### src/rtl/imem_loader.sv
// Boot loader: parses a 4-byte LE length header from a byte stream, then packs payload into 32-bit LE words on port A.
// Latency: each word write strobe appears 1 cycle after the edge accepting its last byte; done follows the final strobe by 1 cycle.
// Backpressure: in_ready is registered, high only while parsing the header or payload; at most one byte per cycle.
module imem_loader #(
  parameter int unsigned BASE_ADDR = 0,
  parameter int unsigned MEM_BYTES = 16384
) (
  input  logic        clk,
  input  logic        rst_n,
  input  logic        start,
  input  logic [7:0]  in_data,
  input  logic        in_valid,
  output logic        in_ready,
  output logic        imem_ena,
  output logic [3:0]  imem_wea,
  output logic [13:0] imem_addra,
  output logic [31:0] imem_dina,
  output logic        busy,
  output logic        done,
  output logic        err,
  output logic [14:0] byte_cnt
);

  typedef enum logic [1:0] {S_IDLE, S_LEN, S_DATA, S_FLUSH} state_t;

  // Room left between the load base and the top of memory.
  localparam logic [31:0] CAP  = 32'(MEM_BYTES - BASE_ADDR);
  localparam logic [13:0] BASE = 14'(BASE_ADDR);

  state_t      state_q, state_d;
  logic [1:0]  hdr_cnt_q, hdr_cnt_d;
  logic [31:0] len_q, len_d;
  logic [31:0] word_q, word_d;
  logic [13:0] addr_q, addr_d;
  logic [14:0] byte_cnt_q, byte_cnt_d;
  logic        in_ready_q, in_ready_d;
  logic        ena_q, ena_d;
  logic [3:0]  wea_q, wea_d;
  logic [13:0] addra_q, addra_d;
  logic [31:0] dina_q, dina_d;
  logic        busy_q, busy_d;
  logic        done_q, done_d;
  logic        err_q, err_d;

  logic        accept;
  logic [31:0] hdr_len;
  logic [1:0]  lane;
  logic [31:0] word_new;
  logic [14:0] cnt_next;
  logic        last_byte;

  assign accept  = in_valid & in_ready_q;
  // Full length as it will look once the 4th header byte lands.
  assign hdr_len = {in_data, len_q[23:0]};
  assign lane    = byte_cnt_q[1:0];

  // Next-state, datapath and registered-output computation.
  always_comb begin
    state_d    = state_q;
    hdr_cnt_d  = hdr_cnt_q;
    len_d      = len_q;
    word_d     = word_q;
    addr_d     = addr_q;
    byte_cnt_d = byte_cnt_q;
    addra_d    = addra_q;
    dina_d     = dina_q;
    err_d      = err_q;
    ena_d      = 1'b0;
    wea_d      = 4'h0;
    done_d     = 1'b0;

    // Current word with the incoming byte dropped into its lane; lanes
    // above it are still zero because the word is cleared after each write.
    word_new = word_q;
    word_new[{lane, 3'b000} +: 8] = in_data;
    cnt_next  = byte_cnt_q + 15'd1;
    last_byte = ({17'd0, cnt_next} == len_q);

    case (state_q)
      S_IDLE: begin
        if (start) begin
          state_d    = S_LEN;
          hdr_cnt_d  = 2'd0;
          len_d      = 32'd0;
          word_d     = 32'd0;
          addr_d     = BASE;
          byte_cnt_d = 15'd0;
          err_d      = 1'b0;
        end
      end

      S_LEN: begin
        if (accept) begin
          len_d[{hdr_cnt_q, 3'b000} +: 8] = in_data;
          hdr_cnt_d = hdr_cnt_q + 2'd1;
          if (hdr_cnt_q == 2'd3) begin
            if (hdr_len > CAP) begin
              err_d   = 1'b1;
              state_d = S_IDLE;
            end else if (hdr_len == 32'd0) begin
              done_d  = 1'b1;
              state_d = S_IDLE;
            end else begin
              state_d = S_DATA;
            end
          end
        end
      end

      S_DATA: begin
        if (accept) begin
          byte_cnt_d = cnt_next;
          if (lane == 2'd3 || last_byte) begin
            // Word complete (or stream ended mid-word): launch the write.
            ena_d   = 1'b1;
            addra_d = addr_q;
            dina_d  = word_new;
            word_d  = 32'd0;
            addr_d  = addr_q + 14'd4;
            case (lane)
              2'd0:    wea_d = 4'h1;
              2'd1:    wea_d = 4'h3;
              2'd2:    wea_d = 4'h7;
              default: wea_d = 4'hF;
            endcase
          end else begin
            word_d = word_new;
          end
          // FLUSH is the cycle the final strobe is visible; done follows it.
          if (last_byte) begin
            state_d = S_FLUSH;
          end
        end
      end

      S_FLUSH: begin
        done_d  = 1'b1;
        state_d = S_IDLE;
      end

      default: state_d = S_IDLE;
    endcase

    in_ready_d = (state_d == S_LEN) || (state_d == S_DATA);
    busy_d     = in_ready_d || (state_d == S_FLUSH);
  end

  // State and registered outputs, cleared asynchronously.
  always_ff @(posedge clk or negedge rst_n) begin
    if (!rst_n) begin
      state_q    <= S_IDLE;
      hdr_cnt_q  <= 2'd0;
      len_q      <= 32'd0;
      word_q     <= 32'd0;
      addr_q     <= 14'd0;
      byte_cnt_q <= 15'd0;
      in_ready_q <= 1'b0;
      ena_q      <= 1'b0;
      wea_q      <= 4'h0;
      addra_q    <= 14'd0;
      dina_q     <= 32'd0;
      busy_q     <= 1'b0;
      done_q     <= 1'b0;
      err_q      <= 1'b0;
    end else begin
      state_q    <= state_d;
      hdr_cnt_q  <= hdr_cnt_d;
      len_q      <= len_d;
      word_q     <= word_d;
      addr_q     <= addr_d;
      byte_cnt_q <= byte_cnt_d;
      in_ready_q <= in_ready_d;
      ena_q      <= ena_d;
      wea_q      <= wea_d;
      addra_q    <= addra_d;
      dina_q     <= dina_d;
      busy_q     <= busy_d;
      done_q     <= done_d;
      err_q      <= err_d;
    end
  end

  assign in_ready   = in_ready_q;
  assign imem_ena   = ena_q;
  assign imem_wea   = wea_q;
  assign imem_addra = addra_q;
  assign imem_dina  = dina_q;
  assign busy       = busy_q;
  assign done       = done_q;
  assign err        = err_q;
  assign byte_cnt   = byte_cnt_q;

endmodule

### config.mk
export PLATFORM = sky130hd
export DESIGN_NAME = imem_loader
export DESIGN_NICKNAME = d
export VERILOG_FILES = /design/src/rtl/imem_loader.sv
export SDC_FILE = /design/constraint.sdc
export NUM_CORES = 1
export LEC_CHECK = 0
export CORE_MARGIN = 5
export CORE_UTILIZATION = 28
export CTS_BUF_LIST = sky130_fd_sc_hd__clkbuf_4 sky130_fd_sc_hd__clkbuf_8
export CTS_CLUSTER_DIAMETER = 40
export DETAILED_ROUTE_END_ITERATION = 8
export RECOVER_POWER = 25
export SLEW_MARGIN = 25
export SYNTH_ARGS = -nofsm -noshare
export SYNTH_HDL_FRONTEND = slang
export SYNTH_SLANG_ARGS = --single-unit
### constraint.sdc
create_clock -name clk -period 6.3 [get_ports clk]
set_clock_uncertainty 0.15 [all_clocks]
set_input_delay 0.945 -clock clk [delete_from_list [all_inputs] [get_ports clk]]
set_output_delay 0.945 -clock clk [all_outputs]
set_load 0.02 [all_outputs]
# Word level (Yosys, flattened, before mapping)
# Index checks and enable logic that the tools add are counted.
# word_totals
register_bits	152
input_bits	12
out_inout_bits	70
# classes
addsub	5
magnitude_cmp	1
eq_ne	17
shifts	4
mux	43
bitwise_logic	1
reduce_logical	13
# op_table
op	n
2-to-1 mux 32 bit	4
one-hot mux 32 bit (2 select lines)	2
bitwise mux 32 bit	2
variable shift 8 x 7 -> 32 bit, first input constant	2
indexed part select 8 x 7 -> 32 bit	2
2-to-1 mux 14 bit	3
equality test 15 x 32 -> 1 bit	1
greater-than comparator 32 x 15 -> 1 bit, second input constant	1
logical NOT 32 bit	1
2-to-1 mux 15 bit	2
one-hot mux 15 bit (2 select lines)	1
one-hot mux 14 bit (2 select lines)	1
2-to-1 mux 2 bit	9
adder 15 x 1 -> 15 bit, second input constant	1
adder 14 x 3 -> 14 bit, second input constant	1
equality test 2 bit, second input constant	7
negation 5 -> 7 bit	2
2-to-1 mux 4 bit	3
!= test 2 bit, second input constant	6
one-hot mux 4 bit (3 select lines)	1
2-to-1 mux 1 bit	11
AND reduction 3 bit	3
one-hot mux 2 bit (4 select lines)	1
equality test 2 x 1 -> 1 bit, second input constant	3
9 further kinds	14

# Depth between registers and ports, before layout
# Gate-level depths: netlist (run 1).
# depth
ltp_word	9
depth_mapped	12
ltp_nobuf	11

# Worst setup path after synthesis (run 1)
# No wires, ideal clock.
# synth_timing
kind	register -> register
startpoint	reg byte_cnt_q[1] (netlist: byte_cnt[1])
endpoint	reg addra_q[10] (netlist: imem_addra[10])
setup_time_ns	0.125
arrival_time_ns	2.977
required_ns	6.025
path_slack_ns	3.048
path_stages_with_launch	10
path_buffers	1
period_less_slack_ns	3.252
path_cell_list	dfrtp_1 -> ha_1 -> nand3_2 -> nor4_2 -> mux2i_1 -> nor4bb_4 -> a31oi_4 -> nor2_8 -> buf_6 -> mux2_2
# synth_between
elab_chain_cells	4
word_cells_on_any_way	5
cone_classes	add/sub (1); eq/ne (2); reduce/logical (2)
# synth_rtl
element	line_no	rtl
start: declaration	35	logic [14:0] byte_cnt_q, byte_cnt_d;
start signal: assignment	171	byte_cnt_q <= byte_cnt_d;
adder 15 x 1 -> 15 bit	76	cnt_next = byte_cnt_q + 15'd1;
equality test 15 x 32 -> 1 bit	77	last_byte = ({17'd0, cnt_next} == len_q);
logical OR 1 bit *	113	if (lane == 2'd3 || last_byte) begin
AND reduction 3 bit (no source line) *	--	
end signal: assignment	175	addra_q <= addra_d;
end: declaration	39	logic [13:0] addra_q, addra_d;
# Every way passes the cells marked *; elsewhere a longest branch is shown, timed or not.
# A chain may end at the register's enable or synchronous reset.

# Worst setup path after layout (run 1)
# layout_timing
startpoint	reg byte_cnt_q[0] (netlist: byte_cnt[0])
endpoint	reg dina_q[12] (netlist: imem_dina[12])
# layout_between
elab_chain_cells	4
word_cells_on_any_way	9
cone_classes	add/sub (2); eq/ne (2); shift (2); mux (1); reduce/logical (2)
# layout_rtl
element	line_no	rtl
adder 15 x 1 -> 15 bit	76	
equality test 15 x 32 -> 1 bit	77	
logical OR 1 bit	113	
AND reduction 3 bit (no source line)	--	
end signal: assignment	176	dina_q <= dina_d;
end: declaration	40	logic [31:0] dina_q, dina_d;
# Parallel ways exist; a longest one is shown, timed or not.

==> results of run 1 <==
layout by cell type (no fill, tap or decap), types with 5 or more instances in the layout:
| cell type | n |
|---|---|
| a21oi_1 | 93 |
| a22o_1 | 48 |
| and2_1 | 5 |
| and4_1 | 8 |
| buf_4 | 14 |
| clkbuf_8 | 17 |
| clkdlybuf4s50_1 | 78 |
| dfrtp_1 | 147 |
| ha_1 | 12 |
| inv_1 | 17 |
| inv_6 | 7 |
| mux2_2 | 20 |
| mux2i_1 | 7 |
| nand2_1 | 75 |
| nand2b_1 | 8 |
| nand3_1 | 15 |
| nand4_1 | 13 |
| nor2_1 | 19 |
| nor2b_1 | 27 |
| nor3_1 | 6 |
| nor4_1 | 9 |
| o21ai_0 | 56 |
| o21ai_1 | 6 |
| xnor2_1 | 8 |
| xor2_1 | 7 |
metal layers:
metal	up-vias	GRT usage	part of all wire
met2	129	0.205	0.46
met4	0	0.0419	0.020
li1	2746	-	-
met1	2868	0.181	0.47
met5	-	0	0
met3	25	0.0312	0.047
cell type report:
type | count | area share
inverter | 17 | 0.00721
timing repair buffer | 93 | 0.101
multi-input combinational | 509 | 0.385
clock buffer | 17 | 0.0264
sequential | 147 | 0.415
tap | 335 | 0.0473
clock inverter | 15 | 0.0177
registers in the layout, indices dropped and copies added, names as in the netlist, 2 cells and up:
name and flops:
byte_cnt 15, word_q 32, imem_dina 32, imem_wea 3, addr_q 12, len_q 32, hdr_cnt_q 2, state_q 2
imem_addra 12
worst reg2reg max path: stages (launching register included):
cell	delay, ns
dfrtp_1	0.60
ha_1	0.44
nand3_2	0.20
nor4_2	0.43
mux2i_1	0.23
nor4bb_4	0.46
a31oi_4	0.22
nor2_8	0.58
mux2_2	0.42
metrics by stage:
stage / power [mW] / hold slack (ns)
floorplan: 1.72 / 0.301
global placement: 1.96 / 0.314
detailed placement: 1.97 / 0.322
CTS: 2.73 / 0.344
global route: 2.86 / 0.368
finish: 2.71 / 0.339
cell families (layout without fill, tap and decap cells):
| group | after synthesis | count (layout) |
|---|---|---|
| muxes | 27 | 27 |
| adders and majority gates | 12 | 12 |
| and+or+nand+nor | 212 | 212 |
| AOI/OAI and AO/OA | 239 | 239 |
| buffers and inverters | 67 | 142 |
| other | 1 | 2 |
| xor gates and xnor gates | 17 | 17 |
| DFF | 147 | 147 |
worst paths after layout:
check	start	to	slack, ns	cells after the start
max	byte_cnt[0]	imem_dina[12]	2.46	8
min reg2reg	len_q[25]	len_q[25]	0.34	2
max in group asynchronous	rst_n	imem_dina[19]	4.33	2
max reg2reg	byte_cnt[0]	imem_dina[12]	2.46	8
min	rst_n	byte_cnt[9]	0.34	1
min in group clk	len_q[25]	len_q[25]	0.34	2
power groups by stage:
stage	registers [mW]	logic, mW	clock network, mW
final	1.15	0.808	0.749
after global routing	1.16	0.890	0.804
after CTS	1.15	0.808	0.769
after detailed placement	1.17	0.805	0
after global placement	1.16	0.796	0
after floorplan	1.14	0.581	0
==> results.txt, run 1 <==
# IOs -> 82
RSZ-0062 raised after global routing -> no
Final Hold Fails -> 0
GRT Overall Usage -> 0.131
Synth-to-Final Area Change -> 19.5%
CTS buffer count -> 17
via density per instance -> 5.09
fillers -> 2608
Synth cell types -> 65
multi-input combinational cell area -> 3410 µm²
cells along the critical path -> ha_1 > nand3_2 > nor4_2 > mux2i_1 > nor4bb_4 > a31oi_4 > nor2_8 > mux2_2
Longest Clk Path Bufs -> 2
H-tree levels -> 4
top cells by area, synth -> dfrtp_1 (50%), a21oi_1 (6.3%), a22o_1 (5.7%)
initial DRC count -> 472
Cell Int Power -> 1.68 mW
fin nets -> 809
Peak VDD IR -> 155 µV
Pre-Repair DR Iteration Count -> 5
Hold/Removal Path Class -> in -> async
drt drc -> 0
post-synthesis xor/xnor area fraction -> 0.0240
CP Data Arrival Time -> 4.04 ns
most common cell in the synthesized netlist -> dfrtp_1
sw power -> 1.03 mW
die width -> 173 µm
share of the synthesized area in the top cell type -> 0.496
Post-CTS Hold Fix Bufs -> 0
cell family with the largest share of critical-path delay -> simple AND/OR/NAND/NOR gates
main combinational cell family by area after synthesis -> compound AO/OA/AOI/OAI gates
async set-reset flop share out of synthesis -> 1.00
sequential area share after synthesis -> 0.496
final instance area -> 8860 µm²
initial antenna violation count -> 0
mux cell area share after synthesis -> 0.0399
MaxCap Viol Count -> 0
Core Footprint -> 26100 µm²
adder-cell share of the synthesized area -> 0.0203
clock slew at the register clock pins of the worst setup and hold paths -> 0.09 ns
later-pin clock latency in the skew report -> 0.47 ns
post-CTS setup buffer count -> 0
GRT Residual Overflow -> 0
Cells after DPL -> 1101
CP Launch Type -> flip-flop
final setup margin -> 2.46 ns
#FFs+latches synth -> 147
status -> finished, final reports clean
commonest cells in the netlist -> dfrtp_1 (147), a21oi_1 (93), nand2_1 (75)
crit end category -> flip-flop
post-synthesis simple-gate area fraction -> 0.163
CP max stage delay -> 0.60 ns
# setup viols final -> 0
Sw Ratio -> 0.381
CTS Sinks -> 147
Max Clk Rate -> 260 MHz
first-pass GRT wire length -> 32100 µm
worst slew pin tran -> 1.02 ns
worst path bufs/invs -> 0
fin cells -> 1133
Slowest cell on crit path -> dfrtp_1
Post-synth EDFFs -> 0
pin count of the biggest net entering global routing -> 80
Root Buffer Master -> clkbuf_8
antenna diode count -> 0
post-CTS sizing -> 0
Post-Syn Instances -> 722
final setup TNS -> 0 ns
WL final -> 19700 µm
final slew viol count -> 0
Synth Area in Compound Gates -> 0.211
synthesized cell area -> 7410 µm²
Routed Antenna Nets -> 0
minimum clock period -> 3.84 ns
post-route core utilization -> 0.340
synthesized area per cell -> 10.3 µm²
vias in the first global route -> 5642
die area -> 29800 µm²
pwr dens -> 306 nW/µm²
routability congestion estimate from global placement -> 0.812
Std-Cell Rows -> 59
vias post-DR -> 5768
clock group share of total power -> 0.277
critical-path maximum fanout -> 46
layout cells sized above 1 -> 0.108
yosys warns -> 0
Initial Util -> 0.284
P_leak -> 3.77 nW
Die H -> 173 µm
sequential cell area -> 3680 µm²
Comb pwr share -> 0.298
Area after DPL -> 8470 µm²
I/O Buffers -> 79
Post-synth top flop -> dfrtp_1
area leader, netlist -> dfrtp_1
Avg WL per Cell -> 17.4 µm
CTS tree -> built
Final period util -> 0.610
DP Wirelength -> 13400 µm
dpl ws -> 2.41 ns
Reg power frac -> 0.425
critical path class -> reg -> reg
slew margin rel. -> 0.316
Worst EP required -> 6.49 ns
Power figures use the tool's default switching activity.
==> run 2: changes to the inputs <==
==> constraint.sdc (replaced) <==
create_clock -name clk -period 3.2 [get_ports clk]
set_clock_uncertainty 0.15 [all_clocks]
set_input_delay 0.48 -clock clk [delete_from_list [all_inputs] [get_ports clk]]
set_output_delay 0.48 -clock clk [all_outputs]
set_load 0.02 [all_outputs]
==> run 2 against run 1 <==
  * Maximum frequency rose by 25%
  * Clock power rose by 110%
  * Non-clock buffer count rose by 30
==> results.txt, run 2 (synthesis results as in run 1) <==
later-pin clock latency in the skew report -> 0.46 ns (about the same)
CP Data Arrival Time -> 3.33 ns (-0.71 ns)
total power draw -> 5.50 mW (+100%)
Worst R2R End -> word_q[9]
Hold Path End -> len_q[24]
WL final -> 21000 µm (+6.2%)
minimum clock period -> 3.08 ns (-0.769 ns)
fillers -> 2636 (+1.1%)
Avg WL per Cell -> 18.0 µm (+3.5%)
R2R cell count -> 9 (+1)
Routed Antenna Nets -> 0 (unchanged)
fin nets -> 840 (+3.8%)
initial DRC count -> 461 (-2.3%)
initial antenna violation count -> 0 (unchanged)
post-route core utilization -> 0.351 (+0.0114)
MaxCap Viol Count -> 0 (unchanged)
Initial Util -> 0.284 (unchanged)
Die H -> 173 µm (unchanged)
Synth-to-Final Area Change -> 23.5%
CTS tree -> built
vias post-DR -> 5907 (+2.4%)
status -> finished, final reports clean
CTS Sinks -> 147 (unchanged)
most frequent cells in the layout -> dfrtp_1 (144), a21oi_1 (93), clkdlybuf4s50_1 (78)
cells along the critical path -> ha_2 > and3_1 > nand3_1 > a311oi_1 > nor4_4 > a31oi_4 > buf_4 > and4_1 > a22o_1
multi-input combinational cell area -> 3430 µm² (+0.66%)
met3 Usage GRT -> 0.0314 (+0.000218)
GR peak layer -> met2
critical path class -> reg -> reg
clock slew at the register clock pins of the worst setup and hold paths -> 0.08 ns (about the same)
Final period util -> 0.961 (+0.351)
CP Launch Type -> flip-flop
Min-Delay Path Depth -> 2
final setup TNS -> 0 ns (unchanged)
first-pass GRT wire length -> 33500 µm (+4.5%)
worst slew pin tran -> 1.10 ns (+0.0866 ns)
crit end category -> flip-flop
Cells after DPL -> 1128 (+2.5%)
cell family with the largest share of critical-path delay -> compound AO/OA/AOI/OAI gates
Peak VDD IR -> 274 µV (+77%)
final setup margin -> 0.124 ns (-2.33 ns)
layout cells sized above 1 -> 0.144 (+0.0360)
Std-Cell Rows -> 59 (unchanged)
fin cells -> 1163 (+2.6%)
slew margin rel. -> 0.264 (-0.0525)
FF-to-FF setup slack -> 0.12 ns (-2.33 ns)
routability congestion estimate from global placement -> 0.808 (-0.53%)
grt met2 use -> 0.211 (+0.00535)
Longest Clk Path Bufs -> 2 (unchanged)
pin count of the biggest net entering global routing -> 73 (-8.8%)
H-tree levels -> 4 (unchanged)
dpl ws -> 0.0214 ns (-2.39 ns)
die area -> 29800 µm² (unchanged)
met1 Use GR -> 0.197 (+0.0164)
Final Hold Fails -> 0 (unchanged)
# setup viols final -> 0 (unchanged)
Slowest cell on crit path -> a311oi_1
Pre-Repair DR Iteration Count -> 4 (-1)
CTS buffer count -> 17 (unchanged)
vias in the first global route -> 5882 (+4.3%)
critical-path maximum fanout -> 8 (-83%)
pwr dens -> 601 nW/µm² (+97%)
GRT Overall Usage -> 0.138 (+0.00675)
Hold/Removal Path Class -> reg -> reg
# IOs -> 82 (unchanged)
Max Clk Rate -> 325 MHz (+25%)
worst path bufs/invs -> 1 (+1)
Core Footprint -> 26100 µm² (unchanged)
CP max stage delay -> 0.48 ns (-0.12 ns)
via density per instance -> 5.08 (-0.23%)
P_leak -> 3.93 nW (+4.3%)
I/O Buffers -> 79 (unchanged)
most common cell after layout, fill and taps aside -> dfrtp_1
Worst EP required -> 3.45 ns (-3.04 ns)
final slew viol count -> 0 (unchanged)
antenna diode count -> 0 (unchanged)
die width -> 173 µm (unchanged)
drt drc -> 0 (unchanged)
R2R Path Start -> byte_cnt[1]
Root Buffer Master -> clkbuf_8
DP Wirelength -> 14400 µm (+7.5%)
GRT Residual Overflow -> 0 (unchanged)
sequential cell area -> 3680 µm² (+0.10%)
Hold Path Origin -> len_q[24]
run 2: cell count changes in the layout (fill, tap and decap cells not counted), sizes merged:
cell         delta
inv            -10
clkbuf          +9
dlygate4sd3     +1
nor2            +1
bufinv          +2
buf            +27
run 2: final cells by class:
class,count,share of cell area
clock buffer,24,0.0334
sequential,147,0.402
timing repair buffer,123,0.124
multi-input combinational,510,0.375
clock inverter,7,0.0134
tap,335,0.0458
inverter,17,0.00697
run 2: repair_timing:
action                                 CTS  global route
setup endpoints to repair                0            61
setup buffers                            0             2
hold buffers                             1             0
resized for setup                        0             5
endpoints found under the hold margin   41             0
run 2: where the power goes:
| part | switching, mW | internal, mW |
|---|---|---|
| Combinational | 1.01 | 0.643 |
| Sequential | 0.214 | 2.05 |
| Clock | 0.722 | 0.869 |
| Total | 1.94 | 3.56 |
run 2: worst max-delay path by stage:
stage	from	to	slack (ns)	cells after the start
3_3_place_gp	byte_cnt[6]	word_q[18]	0.04	7
3_5_place_dp	byte_cnt[6]	word_q[16]	0.02	7
2_1_floorplan	byte_cnt[1]	imem_addra[10]	0.03	9
5_1_grt	byte_cnt[1]	imem_dina[30]	-0.001	9
4_1_cts	byte_cnt[2]	word_q[17]	0.004	7
6_report	byte_cnt[1]	word_q[9]	0.12	9
run 2: metrics by stage:
| stage | instance area (µm²) | hold WS [ns] |
|---|---|---|
| after global placement | 8680 | 0.282 |
| after detailed placement | 8680 | 0.286 |
| after global routing | 9150 | 0.359 |
| after CTS | 9120 | 0.342 |
| final | 9150 | 0.336 |
| after floorplan | 7420 | 0.0344 |
run 2: routing by layer:
layer | part of all wire | vias up
met5 | 0 | -
met3 | 0.059 | 25
met1 | 0.47 | 2902
met4 | 0.016 | 0
met2 | 0.46 | 175
li1 | - | 2805
run 2: worst register-to-register path, stage by stage (launching register included):
cell and delay, ns:
dfrtp_1 0.43, ha_2 0.28, and3_1 0.30, nand3_1 0.11, a311oi_1 0.48, nor4_4 0.14
a31oi_4 0.33, buf_4 0.22, and4_1 0.38, a22o_1 0.19
==> run 3: changes to the inputs <==
--- a/config.mk
+++ b/config.mk
@@ -5,11 +5,14 @@
 export SDC_FILE = /design/constraint.sdc
 export NUM_CORES = 1
 export LEC_CHECK = 0
+export ABC_AREA = 0
 export CORE_MARGIN = 5
-export CORE_UTILIZATION = 28
+export CORE_UTILIZATION = 50
 export CTS_BUF_LIST = sky130_fd_sc_hd__clkbuf_4 sky130_fd_sc_hd__clkbuf_8
 export CTS_CLUSTER_DIAMETER = 40
+export CTS_CLUSTER_SIZE = 25
 export DETAILED_ROUTE_END_ITERATION = 8
+export PLACE_DENSITY = 0.75
 export RECOVER_POWER = 25
 export SLEW_MARGIN = 25
 export SYNTH_ARGS = -nofsm -noshare
==> run 3 against run 2 <==
  * Utilization up 27 points
  * Cell count shrank 12%
  * Power up 0.23%
  * Setup slack worse by 0.027 ns
  * Sequential power about the same
  * Clock-buffer cell count down 3
  * Non-clock buffer count grew 10
  * Wire length down 2.6%
  * Clock power shrank 13%
  * Sequential share of layout area increased by 0.68 points
  * Worst hold slack hardly changed
  * Critical endpoint is now addr_q[9]
  * Largest cell class unchanged
==> results.txt, run 3 (synthesis results as in run 1) <==
status -> finished, final reports clean
GRT Overall Usage -> 0.233 (+0.0945)
post-route core utilization -> 0.619 (+0.268)
later-pin clock latency in the skew report -> 0.46 ns (about the same)
Initial Util -> 0.510 (+0.225)
Root Buffer Master -> clkbuf_8
Hold Path Origin -> len_q[25]
antenna diode count -> 0 (unchanged)
CP Launch Type -> flip-flop
WL met2 -> 9770 µm (+2.4%)
die area -> 17400 µm² (-42%)
I/O Buffers -> 79 (unchanged)
Final Hold Fails -> 0 (unchanged)
WL final -> 20400 µm (-2.6%)
minimum clock period -> 3.10 ns (+0.0270 ns)
initial DRC count -> 755 (+64%)
Final period util -> 0.970 (+0.00845)
vias post-DR -> 6303 (+6.7%)
# IOs -> 82 (unchanged)
routability congestion estimate from global placement -> 0.903 (+12%)
Hold Path End -> len_q[25]
Max Clk Rate -> 322 MHz (-0.87%)
clock slew at the register clock pins of the worst setup and hold paths -> 0.08 ns (about the same)
final slew viol count -> 0 (unchanged)
highest metal used -> met4
CTS tree -> built
Worst R2R End -> addr_q[9]
pwr dens -> 613 nW/µm² (+1.9%)
Die H -> 132 µm (-24%)
critical path class -> reg -> reg
Routed Antenna Nets -> 0 (unchanged)
first-pass GRT wire length -> 32800 µm (-2.0%)
drt drc -> 0 (unchanged)
sequential cell area -> 3680 µm² (unchanged)
MaxCap Viol Count -> 0 (unchanged)
fin cells -> 1025 (-12%)
M1 WL -> 8650 µm (-12%)
worst slew pin tran -> 0.884 ns (-0.221 ns)
Avg WL per Cell -> 19.9 µm (+11%)
Area after DPL -> 8520 µm² (-1.9%)
worst hold margin -> 0.335 ns (-0.000373 ns)
vias in the first global route -> 6159 (+4.7%)
met3 wire len -> 1530 µm (+23%)
multi-input combinational cell area -> 3460 µm² (+0.80%)
via density per instance -> 6.15 (+21%)
GRT Residual Overflow -> 0 (unchanged)
pin count of the biggest net entering global routing -> 95 (+30%)
Std-Cell Rows -> 44 (-25%)
# setup viols final -> 0 (unchanged)
DP Wirelength -> 13700 µm (-4.7%)
Pre-Repair DR Iteration Count -> 8 (+4)
critical-path maximum fanout -> 11 (+3)
crit end category -> flip-flop
die width -> 132 µm (-24%)
fillers -> 1174 (-55%)
H-tree levels -> 4 (unchanged)
Hold/Removal Path Class -> reg -> reg
layout cells sized above 1 -> 0.161 (+0.0168)
Core Footprint -> 14500 µm² (-44%)
Cells after DPL -> 982 (-13%)
most common cell after layout, fill and taps aside -> dfrtp_1
R2R cell count -> 10 (+1)
fin nets -> 852 (+1.4%)
CP Data Arrival Time -> 3.33 ns (about the same)
Worst EP required -> 3.43 ns (-0.02 ns)
initial antenna violation count -> 0 (unchanged)
CTS buffer count -> 17 (unchanged)
Longest Clk Path Bufs -> 2 (unchanged)
CTS Sinks -> 147 (unchanged)
FF-to-FF setup slack -> 0.1 ns (-0.03 ns)
P_leak -> 3.98 nW (+1.4%)
final instance area -> 9000 µm² (-1.7%)
Min-Delay Path Depth -> 2 (unchanged)
most frequent cells in the layout -> dfrtp_1 (144), a21oi_1 (93), clkdlybuf4s50_1 (78)
R2R Path Start -> byte_cnt[1]
slew margin rel. -> 0.407 (+0.143)
Peak VDD IR -> 326 µV (+19%)
Synth-to-Final Area Change -> 21.5%
## run 3: layer usage
layer  up-vias  track usage
met2       288        0.369
met3        47       0.0515
met1      3131        0.313
met5         -            0
li1       2837            -
met4         0       0.0920
## run 3: area by class of cell
cell class / instances / area share
clock buffer: 21 / 0.0293
clock inverter: 11 / 0.0117
inverter: 17 / 0.00709
multi-input combinational: 512 / 0.384
sequential: 147 / 0.409
tap: 184 / 0.0256
timing repair buffer: 133 / 0.133
## run 3: worst max-delay path by stage
stage	end	startpoint	slack, ns
6_report	addr_q[9]	byte_cnt[1]	0.1
5_1_grt	addr_q[9]	byte_cnt[10]	-0.008
4_1_cts	imem_dina[23]	byte_cnt[1]	0.07
3_5_place_dp	imem_dina[29]	byte_cnt[1]	0.01
3_3_place_gp	imem_dina[21]	byte_cnt[1]	0.16
2_1_floorplan	imem_addra[10]	byte_cnt[1]	0.03
## run 3: report_power, final
group | leakage, nW | total [mW] | switching [mW] | internal (mW)
registers | 2.02 | 2.28 | 0.229 | 2.05
clock network | 0.192 | 1.38 | 0.724 | 0.653
logic | 1.77 | 1.86 | 1.10 | 0.756
## run 3: per-stage QoR
step                setup TNS (ns)  power [mW]  worst slack [ns]
floorplan                        0        3.39            0.0287
global placement                 0        3.84             0.162
detailed placement               0        3.91           0.00978
CTS                              0        5.29            0.0681
global route              -0.00759        5.81          -0.00759
finish                           0        5.52            0.0968
## run 3: worst max-delay path, cell delays in order, from the launching register on
cell      delay [ns]
dfrtp_2         0.44
ha_2            0.27
nand3_2         0.11
nor4_4          0.33
mux2i_1         0.29
nor4bb_4        0.40
buf_4           0.22
nand4_1         0.10
buf_4           0.19
a2111o_1        0.44
o21ai_0         0.09
## run 3: timing repair
item | CTS | global route
hold buffers | 1 | 0
gates cloned | 1 | 2
setup endpoints to repair | 42 | 85
setup buffers | 2 | 5
hold endpoints to repair | 46 | 0
pin swaps | 3 | 3
gates resized for setup | 0 | 6
